[src/rtl/food_gen_if.sv]
// Bundles the snake-stage, VGA-scan and score signals of the food generator.
// Combinational container only; no latency and no backpressure.
// The generator uses the slave modport; the snake/VGA side uses master.
interface food_gen_if;
    logic [1:0] game_status;
    logic [6:0] head_x;
    logic [6:0] head_y;
    logic [9:0] x_pos;
    logic [9:0] y_pos;
    logic [6:0] apple_x;
    logic [6:0] apple_y;
    logic       add_cube;
    logic       apple_pix;
    logic [7:0] score;
    logic [3:0] grow_cnt;

    modport master (
        output game_status, head_x, head_y, x_pos, y_pos,
        input  apple_x, apple_y, add_cube, apple_pix, score, grow_cnt
    );

    modport slave (
        input  game_status, head_x, head_y, x_pos, y_pos,
        output apple_x, apple_y, add_cube, apple_pix, score, grow_cnt
    );
endinterface

[src/rtl/food_gen.sv]
// Apple generator: eat detection, growth request, BCD score, LFSR placement in the field.
// Eat seen at one edge -> add_cube/score update at that edge; placement takes 1+ cycles per try.
// No backpressure; FOOD_TIMEOUT_EN adds an apple relocation timeout.
module food_gen #(
    parameter int          X_MIN     = 1,
    parameter int          X_MAX     = 75,
    parameter int          Y_MIN     = 1,
    parameter int          Y_MAX     = 58,
    parameter int          ADD_HOLD  = 4,
    parameter int          MAX_GROW  = 13,
    parameter logic [15:0] LFSR_SEED = 16'hACE1,
    parameter int          TIMEOUT   = 500_000_000
) (
    input logic        clk,
    input logic        rst,
    food_gen_if.slave  fif
);
    localparam int HW = (ADD_HOLD > 1) ? $clog2(ADD_HOLD) : 1;

    typedef enum logic [1:0] {INIT, ACTIVE, EAT, PLACE} state_t;

    state_t        state;
    logic [15:0]   lfsr;
    logic [6:0]    apple_x;
    logic [6:0]    apple_y;
    logic          add_cube;
    logic [7:0]    score;
    logic [3:0]    grow_cnt;
    logic [HW-1:0] hold_cnt;
`ifdef FOOD_TIMEOUT_EN
    logic [31:0]   age;
`endif

    logic [6:0] cx;
    logic [6:0] cy;
    logic       cand_ok;
    logic       play;
    logic       restart;
    logic       hit;

    assign cx      = lfsr[6:0];
    assign cy      = lfsr[14:8];
    assign play    = (fif.game_status == 2'b10);
    assign restart = (fif.game_status == 2'b00);
    assign hit     = (fif.head_x == apple_x) && (fif.head_y == apple_y);
    assign cand_ok = (cx >= 7'(X_MIN)) && (cx <= 7'(X_MAX)) &&
                     (cy >= 7'(Y_MIN)) && (cy <= 7'(Y_MAX)) &&
                     !((cx == fif.head_x) && (cy == fif.head_y));

    function automatic logic [7:0] bcd_inc(input logic [7:0] s);
        logic [3:0] u;
        logic [3:0] t;
        u = s[3:0];
        t = s[7:4];
        if (u == 4'd9) begin
            u = 4'd0;
            t = (t == 4'd9) ? 4'd0 : t + 4'd1;
        end else begin
            u = u + 4'd1;
        end
        return {t, u};
    endfunction

    // Free-running; only the hard reset reloads it, so a restart keeps the sequence going.
    always_ff @(posedge clk or negedge rst) begin
        if (!rst) lfsr <= LFSR_SEED;
        else      lfsr <= {lfsr[14:0], lfsr[15] ^ lfsr[13] ^ lfsr[12] ^ lfsr[10]};
    end

    always_ff @(posedge clk or negedge rst) begin
        if (!rst) begin
            state    <= INIT;
            apple_x  <= 7'd40;
            apple_y  <= 7'd30;
            add_cube <= 1'b0;
            score    <= 8'h00;
            grow_cnt <= 4'd0;
            hold_cnt <= '0;
`ifdef FOOD_TIMEOUT_EN
            age      <= 32'd0;
`endif
        end else if (restart) begin
            state    <= INIT;
            apple_x  <= 7'd40;
            apple_y  <= 7'd30;
            add_cube <= 1'b0;
            score    <= 8'h00;
            grow_cnt <= 4'd0;
            hold_cnt <= '0;
`ifdef FOOD_TIMEOUT_EN
            age      <= 32'd0;
`endif
        end else begin
            case (state)
                INIT: begin
                    if (play) begin
                        state <= ACTIVE;
`ifdef FOOD_TIMEOUT_EN
                        age   <= 32'd0;
`endif
                    end
                end
                ACTIVE: begin
                    if (play) begin
                        if (hit) begin
                            state    <= EAT;
                            hold_cnt <= '0;
                            score    <= bcd_inc(score);
                            if (grow_cnt < 4'(MAX_GROW)) begin
                                grow_cnt <= grow_cnt + 4'd1;
                                add_cube <= 1'b1;
                            end
                        end
`ifdef FOOD_TIMEOUT_EN
                        else if (age == 32'(TIMEOUT - 1)) begin
                            state <= PLACE;
                        end else begin
                            age <= age + 32'd1;
                        end
`endif
                    end
                end
                EAT: begin
                    if (hold_cnt == HW'(ADD_HOLD - 1)) begin
                        state    <= PLACE;
                        add_cube <= 1'b0;
                    end else begin
                        hold_cnt <= hold_cnt + 1'b1;
                    end
                end
                PLACE: begin
                    if (cand_ok) begin
                        apple_x <= cx;
                        apple_y <= cy;
                        state   <= ACTIVE;
`ifdef FOOD_TIMEOUT_EN
                        age     <= 32'd0;
`endif
                    end
                end
                default: state <= INIT;
            endcase
        end
    end

    assign fif.apple_x   = apple_x;
    assign fif.apple_y   = apple_y;
    assign fif.add_cube  = add_cube;
    assign fif.score     = score;
    assign fif.grow_cnt  = grow_cnt;
    // Coordinates are stale while searching, so the apple is hidden in PLACE.
    assign fif.apple_pix = (fif.x_pos[9:3] == apple_x) && (fif.y_pos[9:3] == apple_y) &&
                           (fif.x_pos < 10'd640) && (fif.y_pos < 10'd480) &&
                           (state != PLACE);
endmodule

[src/flat_wrapper.sv]
// flat-port wrapper written by rule: the top's interface ports become plain ports
module food_gen_flat 
#(
    parameter int          X_MIN     = 1,
    parameter int          X_MAX     = 75,
    parameter int          Y_MIN     = 1,
    parameter int          Y_MAX     = 58,
    parameter int          ADD_HOLD  = 4,
    parameter int          MAX_GROW  = 13,
    parameter logic [15:0] LFSR_SEED = 16'hACE1,
    parameter int          TIMEOUT   = 500_000_000
)
  (clk, rst, fif_game_status, fif_head_x, fif_head_y, fif_x_pos, fif_y_pos, fif_apple_x, fif_apple_y, fif_add_cube, fif_apple_pix, fif_score, fif_grow_cnt);
  food_gen_if fif_i ();
  input logic clk;
  input logic rst;
  input wire logic [$bits(fif_i.game_status)-1:0] fif_game_status;
  input wire logic [$bits(fif_i.head_x)-1:0] fif_head_x;
  input wire logic [$bits(fif_i.head_y)-1:0] fif_head_y;
  input wire logic [$bits(fif_i.x_pos)-1:0] fif_x_pos;
  input wire logic [$bits(fif_i.y_pos)-1:0] fif_y_pos;
  output wire logic [$bits(fif_i.apple_x)-1:0] fif_apple_x;
  output wire logic [$bits(fif_i.apple_y)-1:0] fif_apple_y;
  output wire logic [$bits(fif_i.add_cube)-1:0] fif_add_cube;
  output wire logic [$bits(fif_i.apple_pix)-1:0] fif_apple_pix;
  output wire logic [$bits(fif_i.score)-1:0] fif_score;
  output wire logic [$bits(fif_i.grow_cnt)-1:0] fif_grow_cnt;
  assign fif_i.game_status = fif_game_status;
  assign fif_i.head_x = fif_head_x;
  assign fif_i.head_y = fif_head_y;
  assign fif_i.x_pos = fif_x_pos;
  assign fif_i.y_pos = fif_y_pos;
  assign fif_apple_x = fif_i.apple_x;
  assign fif_apple_y = fif_i.apple_y;
  assign fif_add_cube = fif_i.add_cube;
  assign fif_apple_pix = fif_i.apple_pix;
  assign fif_score = fif_i.score;
  assign fif_grow_cnt = fif_i.grow_cnt;
  food_gen #(.X_MIN(X_MIN), .X_MAX(X_MAX), .Y_MIN(Y_MIN), .Y_MAX(Y_MAX), .ADD_HOLD(ADD_HOLD), .MAX_GROW(MAX_GROW), .LFSR_SEED(LFSR_SEED), .TIMEOUT(TIMEOUT)) u_core (.clk(clk), .rst(rst), .fif(fif_i));
endmodule
[config.mk]
export PLATFORM = sky130hd
export DESIGN_NAME = food_gen_flat
export DESIGN_NICKNAME = d
export VERILOG_FILES = /design/src/rtl/food_gen_if.sv /design/src/rtl/food_gen.sv /design/src/flat_wrapper.sv
export SDC_FILE = /design/constraint.sdc
export NUM_CORES = 1
export LEC_CHECK = 0
export ABC_CLOCK_PERIOD_IN_PS = 3250
export CAP_MARGIN = 20
export CELL_PAD_IN_SITES_DETAIL_PLACEMENT = 0
export CELL_PAD_IN_SITES_GLOBAL_PLACEMENT = 1
export CORE_MARGIN = 2
export CORE_UTILIZATION = 38
export DETAILED_ROUTE_END_ITERATION = 6
export GPL_ROUTABILITY_DRIVEN = 0
export HOLD_SLACK_MARGIN = 0.03
export MAX_ROUTING_LAYER = met4
export PLACE_DENSITY_LB_ADDON = 0.1
export SYNTH_ARGS = -nofsm -noshare
export SYNTH_HDL_FRONTEND = slang
export SYNTH_SLANG_ARGS = --single-unit
[constraint.sdc]
create_clock -name clk -period 3.25 [get_ports clk]
set_clock_uncertainty 0.2 [all_clocks]
set_input_delay 0.4875 -clock clk [delete_from_list [all_inputs] [get_ports clk]]
set_output_delay 0.4875 -clock clk [all_outputs]
set_load 0.01 [all_outputs]
## Word level (Yosys, flattened, before mapping)

Index checks and enable logic that the tools add are counted.

- Bits of input ports: 38
- Output and inout bits: 28
- Register bits after elaboration: 47
- Logic and storage cells: 108

- Reduce and logical (&&, ||, !) cells: 28
- Order comparisons: 7
- Equality and inequality tests: 21
- Mux-type cells: 36
- $add $sub $neg: 4
- Bitwise gates (word level): 3

Operators by type and width:

| operator | count |
|---|---|
| $eq A7 B7 Y1 | 6 |
| $mux W7 | 6 |
| $mux W4 | 8 |
| $mux W8 | 4 |
| $mux W2 | 10 |
| $ne A3 B1 Y1 const B | 6 |
| $ge A7 B1 Y1 const B | 2 |
| $reduce_bool A2 Y1 | 7 |
| $add A4 B1 Y4 const B | 3 |
| $reduce_and A4 Y1 | 3 |
| $logic_and A1 B1 Y1 | 10 |
| $lt A10 B10 Y1 const B | 1 |
| $lt A10 B9 Y1 const B | 1 |
| $reduce_and A5 Y1 | 2 |
| $eq A2 B2 Y1 const B | 4 |
| $eq A4 B4 Y1 const B | 2 |
| $pmux W2 S4 | 1 |
| $le A7 B6 Y1 const B | 1 |
| $le A7 B7 Y1 const B | 1 |
| $mux W1 | 5 |
| $logic_not A2 Y1 | 2 |
| $lt A4 B4 Y1 const B | 1 |
| $pmux W2 S2 | 1 |
| $ne A3 B2 Y1 const B | 1 |
| 9 further kinds | 11 |

## Depth between registers and ports, before layout

- Word-level depth: 8
- Mapped depth: 7
- Gate-level depth less buffers: 7

## Worst setup path after synthesis

Ideal clock, no wire load.

- Path type: reg-to-reg
- From: reg u_core.apple_x[3] (netlist: u_core.fif.apple_x[3])
- To: reg u_core.state[0]
- Setup slack: 865 ps
- Path buffers: 0
- Clock period less this slack: 2385 ps
- Stages on the path, launching flop included: 7
- Data required time: 2925 ps
- Setup time: 125 ps
- Data arrival time: 2060 ps
- Cells stage by stage: dfstp_2 xnor2_1 nand4_1 nor4_4 a21oi_1 a311oi_2 mux2_2

- Word-level cells in the longest chain between the ends: 4

Ends and longest elaborated chain:

| element | line | source |
|---|---|---|
| from (decl) | food_gen.sv:24 | `logic [6:0] apple_x;` |
| from (signal assigned) | food_gen.sv:73 | `apple_x <= 7'd40;` |
| from (signal assigned) | food_gen.sv:84 | `apple_x <= 7'd40;` |
| from (signal assigned) | food_gen.sv:133 | `apple_x <= cx;` |
| $eq A7 B7 Y1 | food_gen.sv:45 | `assign hit = (fif.head_x == apple_x) && (fif.head_y == apple_y);` |
| $logic_and A1 B1 Y1 | food_gen.sv:45 |  |
| $ne A3 B1 Y1 (no source line) | n/a |  |
| $reduce_and A5 Y1 (no source line) | n/a |  |
| to (signal assigned) | food_gen.sv:72 | `state <= INIT;` |
| to (signal assigned) | food_gen.sv:83 | `state <= INIT;` |
| to (signal assigned) | food_gen.sv:97 | `state <= ACTIVE;` |
| to (decl) | food_gen.sv:22 | `state_t state;` |

Every way passes these cells.
A chain may end at the register's enable or synchronous reset.

## Worst setup path after layout

- From: in fif_x_pos[9]
- To: out fif_apple_pix

- Word-level cells in the longest chain between the ends: 5
- Elaborated cells on any way between the ends: 6
- Classes of those cells: order compare: 1; eq/ne: 1; reduce/logical: 4

Ends and longest elaborated chain:

| element | line | source |
|---|---|---|
| from (decl) | flat_wrapper.sv:20 | `input wire logic [$bits(fif_i.x_pos)-1:0] fif_x_pos;` |
| branches (longest 2 deep; another with $lt A10 B10 Y1) | n/a |  |
| $logic_and A1 B1 Y1 (*) | food_gen.sv:152 | `assign fif.apple_pix = (fif.x_pos[9:3] == apple_x) && (fif.y_pos[9:3] == apple_y) &&` |
| $logic_and A1 B1 Y1 (*) (2 in a row) | food_gen.sv:153 | `(fif.x_pos < 10'd640) && (fif.y_pos < 10'd480) &&` |
| to (decl) | flat_wrapper.sv:25 | `output wire logic [$bits(fif_i.apple_pix)-1:0] fif_apple_pix;` |

Mark *: on every way between the ends.

==> results.py <==
metrics = {
    "cts": {
        "h-tree-depth": 2,
        "cts_sinks": 47,
        "cts_buffers": 5,
        "clk_pin_slew_ns": 0.10,
        "cts-root-buf": "clkbuf_8",
        "postCtsSetupBuffers": 0,
        "tritoncts": "done",
        "clk-insertion-delay-late_ns": 0.31,
        "cts_buffer_depth": 2,
    },
    "yosys": {
        "yosysSeqAreaShare": 0.459,
        "yosysUniqueCellTypes": 46,
        "ys_ff_latch": 47,
        "syn_nets": 295,
        "yosysWarnings": 0,
        "async_flop_share": 1.00,
        "synthCells": 245,
        "synth_top_flop_cell": "dfrtp_1",
        "synth_area_um2": 2600,
        "syn_avg_cell_area_um2": 10.6,
        "synth_edf_count": 0,
    },
    "power": {
        "netSwitchingFraction": 0.318,
        "power_density_nw_per_um2": 398,
        "p_int_w": 0.000930,
        "p_sw_w": 0.000433,
        "ir_worst_vdd_mv": 0.215,
        "p_leak_nw": 1.44,
        "p_clk_frac": 0.284,
        "finalPower_w": 0.00136,
        "comb_power_share": 0.252,
        "sequentialPowerShare": 0.464,
    },
    "finish": {
        "drive_gt1_frac": 0.121,
        "nNetsFinal": 362,
        "syn_to_final_growth_pct": 31.6,
        "final_common_cell": "clkdlybuf4s50_1",
        "most-common-layout-cells": "clkdlybuf4s50_1, dfrtp_1, xnor2_1",
        "antenna_cells": 0,
    },
    "worst_setup_path": {
        "cp-end-kind": "primary output",
        "startpoint_type": "primary input",
        "critical_path_class": "primary input to primary output",
        "crit_required_ns": 2.56,
        "crit_start": "fif_x_pos[9]",
        "crit_fanout": 4,
        "rr_startpoint": "u_core.fif.apple_y[1]",
        "cp.arrival_ns": 2.35,
    },
    "floorplan": {
        "dieArea_um2": 7520,
        "ios": 66,
        "die_w_um": 86.7,
        "core_um2": 6720,
        "die_y_um": 86.7,
        "fp-row-count": 30,
        "start_util": 0.387,
    },
    "global_route": {
        "grt_overflow": 0,
        "grt_antenna_before_repair": 0,
        "grt_pass1_vias": 1979,
        "grt_max_degree": 48,
        "grt_usage": 0.184,
        "grt_pass1_wl_um": 10300,
    },
    "timing": {
        "relSlewSlack": 0.711,
        "finalMaxSlewViolations": 0,
        "rsz0062_at_grt": "false",
        "hold_viol": 0,
        "min_period_ns": 3.04,
        "worstMarginPinSlew_ns": 0.430,
        "finalCritPeriodShare": 0.936,
        "max_freq_mhz": 329,
        "final-setup-viol-count": 0,
        "tns_ns": 0,
    },
    "hold_path": {
        "hold_class": "register to register",
        "min_from": "u_core.lfsr[7]",
    },
    "detailed_routing": {
        "dr.pass1.iters": 4,
        "vias": 2053,
        "initialDrtViolationCount": 71,
        "highest_layer": "met4",
        "wl_met1_um": 3420,
        "viasPerCell": 5.22,
        "ant_nets": 0,
        "wl_met2_um": 2700,
        "wirelength_um": 6420,
        "met3_wirelength_um": 233,
        "routedWlPerCell_um": 16.3,
        "drc": 0,
    },
    "outcome": {
        "status": "complete, no violations",
    },
    "placement": {
        "dpl.hpwl_um": 4870,
        "port_buffers": 59,
    },
    "job": {
        "cap_viol_max_count": 0,
    },
}
==> Yosys cell counts (3+ instances only) <==
| master | number | area (um2) |
|---|---|---|
| dfrtp_1 | 33 | 826 |
| xnor2_1 | 23 | 201 |
| xor2_1 | 19 | 166 |
| dfstp_2 | 14 | 368 |
| inv_1 | 14 | 52.6 |
| a21oi_1 | 12 | 60.1 |
| ha_1 | 12 | 150 |
| nand2_1 | 12 | 45.0 |
| nand3_1 | 11 | 55.1 |
| o21ai_0 | 11 | 55.1 |
| nor4_1 | 10 | 62.6 |
| a22o_1 | 7 | 61.3 |
| nor2_1 | 7 | 26.3 |
| nand4_1 | 5 | 31.3 |
| o22a_1 | 5 | 43.8 |
| a21o_1 | 4 | 30.0 |
| and3_1 | 4 | 25.0 |
| clkbuf_1 | 3 | 11.3 |
| o31ai_1 | 3 | 22.5 |
| or3_1 | 3 | 18.8 |
| or3_2 | 3 | 22.5 |
==> logic make-up after synthesis <==
group                      synth area share
AOI/OAI and AO/OA                     0.162
and+or+nand+nor                       0.143
DFF                                   0.459
muxes                               0.00818
adders and majority gates            0.0577
buffers and inverters                0.0289
xor gates and xnor gates              0.141
==> through the flow <==
stage                     setup WS, ns  cell area (um2)  cells  utilization  hold WS (ns)
after CTS                       0.0586             3380    391        0.504         0.197
final                            0.209             3420    393        0.509         0.195
after global placement           0.163             3290    383        0.489         0.181
after floorplan                  0.865             2600    245            -      -0.00809
after global routing            0.0174             3420    393        0.509         0.204
after detailed placement         0.183             3290    383        0.489         0.182
==> final timing paths <==
check	endpoint	slack, ns	cells after the start
setup / recovery	fif_apple_pix	0.21	6
hold / removal	u_core.lfsr[8]	0.20	0
setup reg to reg	u_core.fif.score[1]	0.67	6
hold reg to reg	u_core.lfsr[8]	0.20	0
max in group asynchronous	u_core.lfsr[6]	1.87	3
min in group asynchronous	u_core.fif.apple_x[2]	0.42	2
==> area by class of cell <==
cell class,instances,area (um2)
fill,629,3300
inverter,14,52.6
tap,80,100
sequential,47,1190
timing repair buffer,64,638
multi-input combinational,180,1340
clock buffer,5,68.8
clock inverter,3,28.8
==> flip-flops by register name, indices dropped and copies added (netlist names) <==
register,count
u_core.fif.apple_x,7
u_core.fif.score,8
u_core.state,2
u_core.lfsr,16
u_core.fif.grow_cnt,4
u_core.hold_cnt,2
u_core.fif.apple_y,7
u_core.fif.add_cube,1
==> power groups by stage <==
stage	combinational (W)	sequential, W	clock (W)
after CTS	0.000341	0.000633	0.000404
after detailed placement	0.000338	0.000643	0
after global placement	0.000331	0.000642	0
after floorplan	0.000208	0.000641	0
final	0.000344	0.000632	0.000387
after global routing	0.000388	0.000635	0.000427
==> per-layer routing <==
| metal | GRT usage | vias up |
|---|---|---|
| li1 | - | 1024 |
| met1 | 0.283 | 988 |
| met2 | 0.251 | 36 |
| met3 | 0.0352 | 5 |
| met4 | 0.0384 | 0 |
| met5 | - | - |
==> timing repair <==
action / in CTS / in global routing
hold buffers: 0 / 1
endpoints found under the setup margin: 0 / 1
hold endpoints to repair: 0 / 14
gates resized for setup: 0 / 2
==> worst max-delay path, stage by stage <==
cell and delay, ns:
clkdlybuf4s50_1 0.51, nor2b_1 0.06, a2111oi_0 0.39, a31oi_1 0.09, nor4_1 0.24, clkdlybuf4s50_1 0.58
Power figures use the tool's default switching activity.
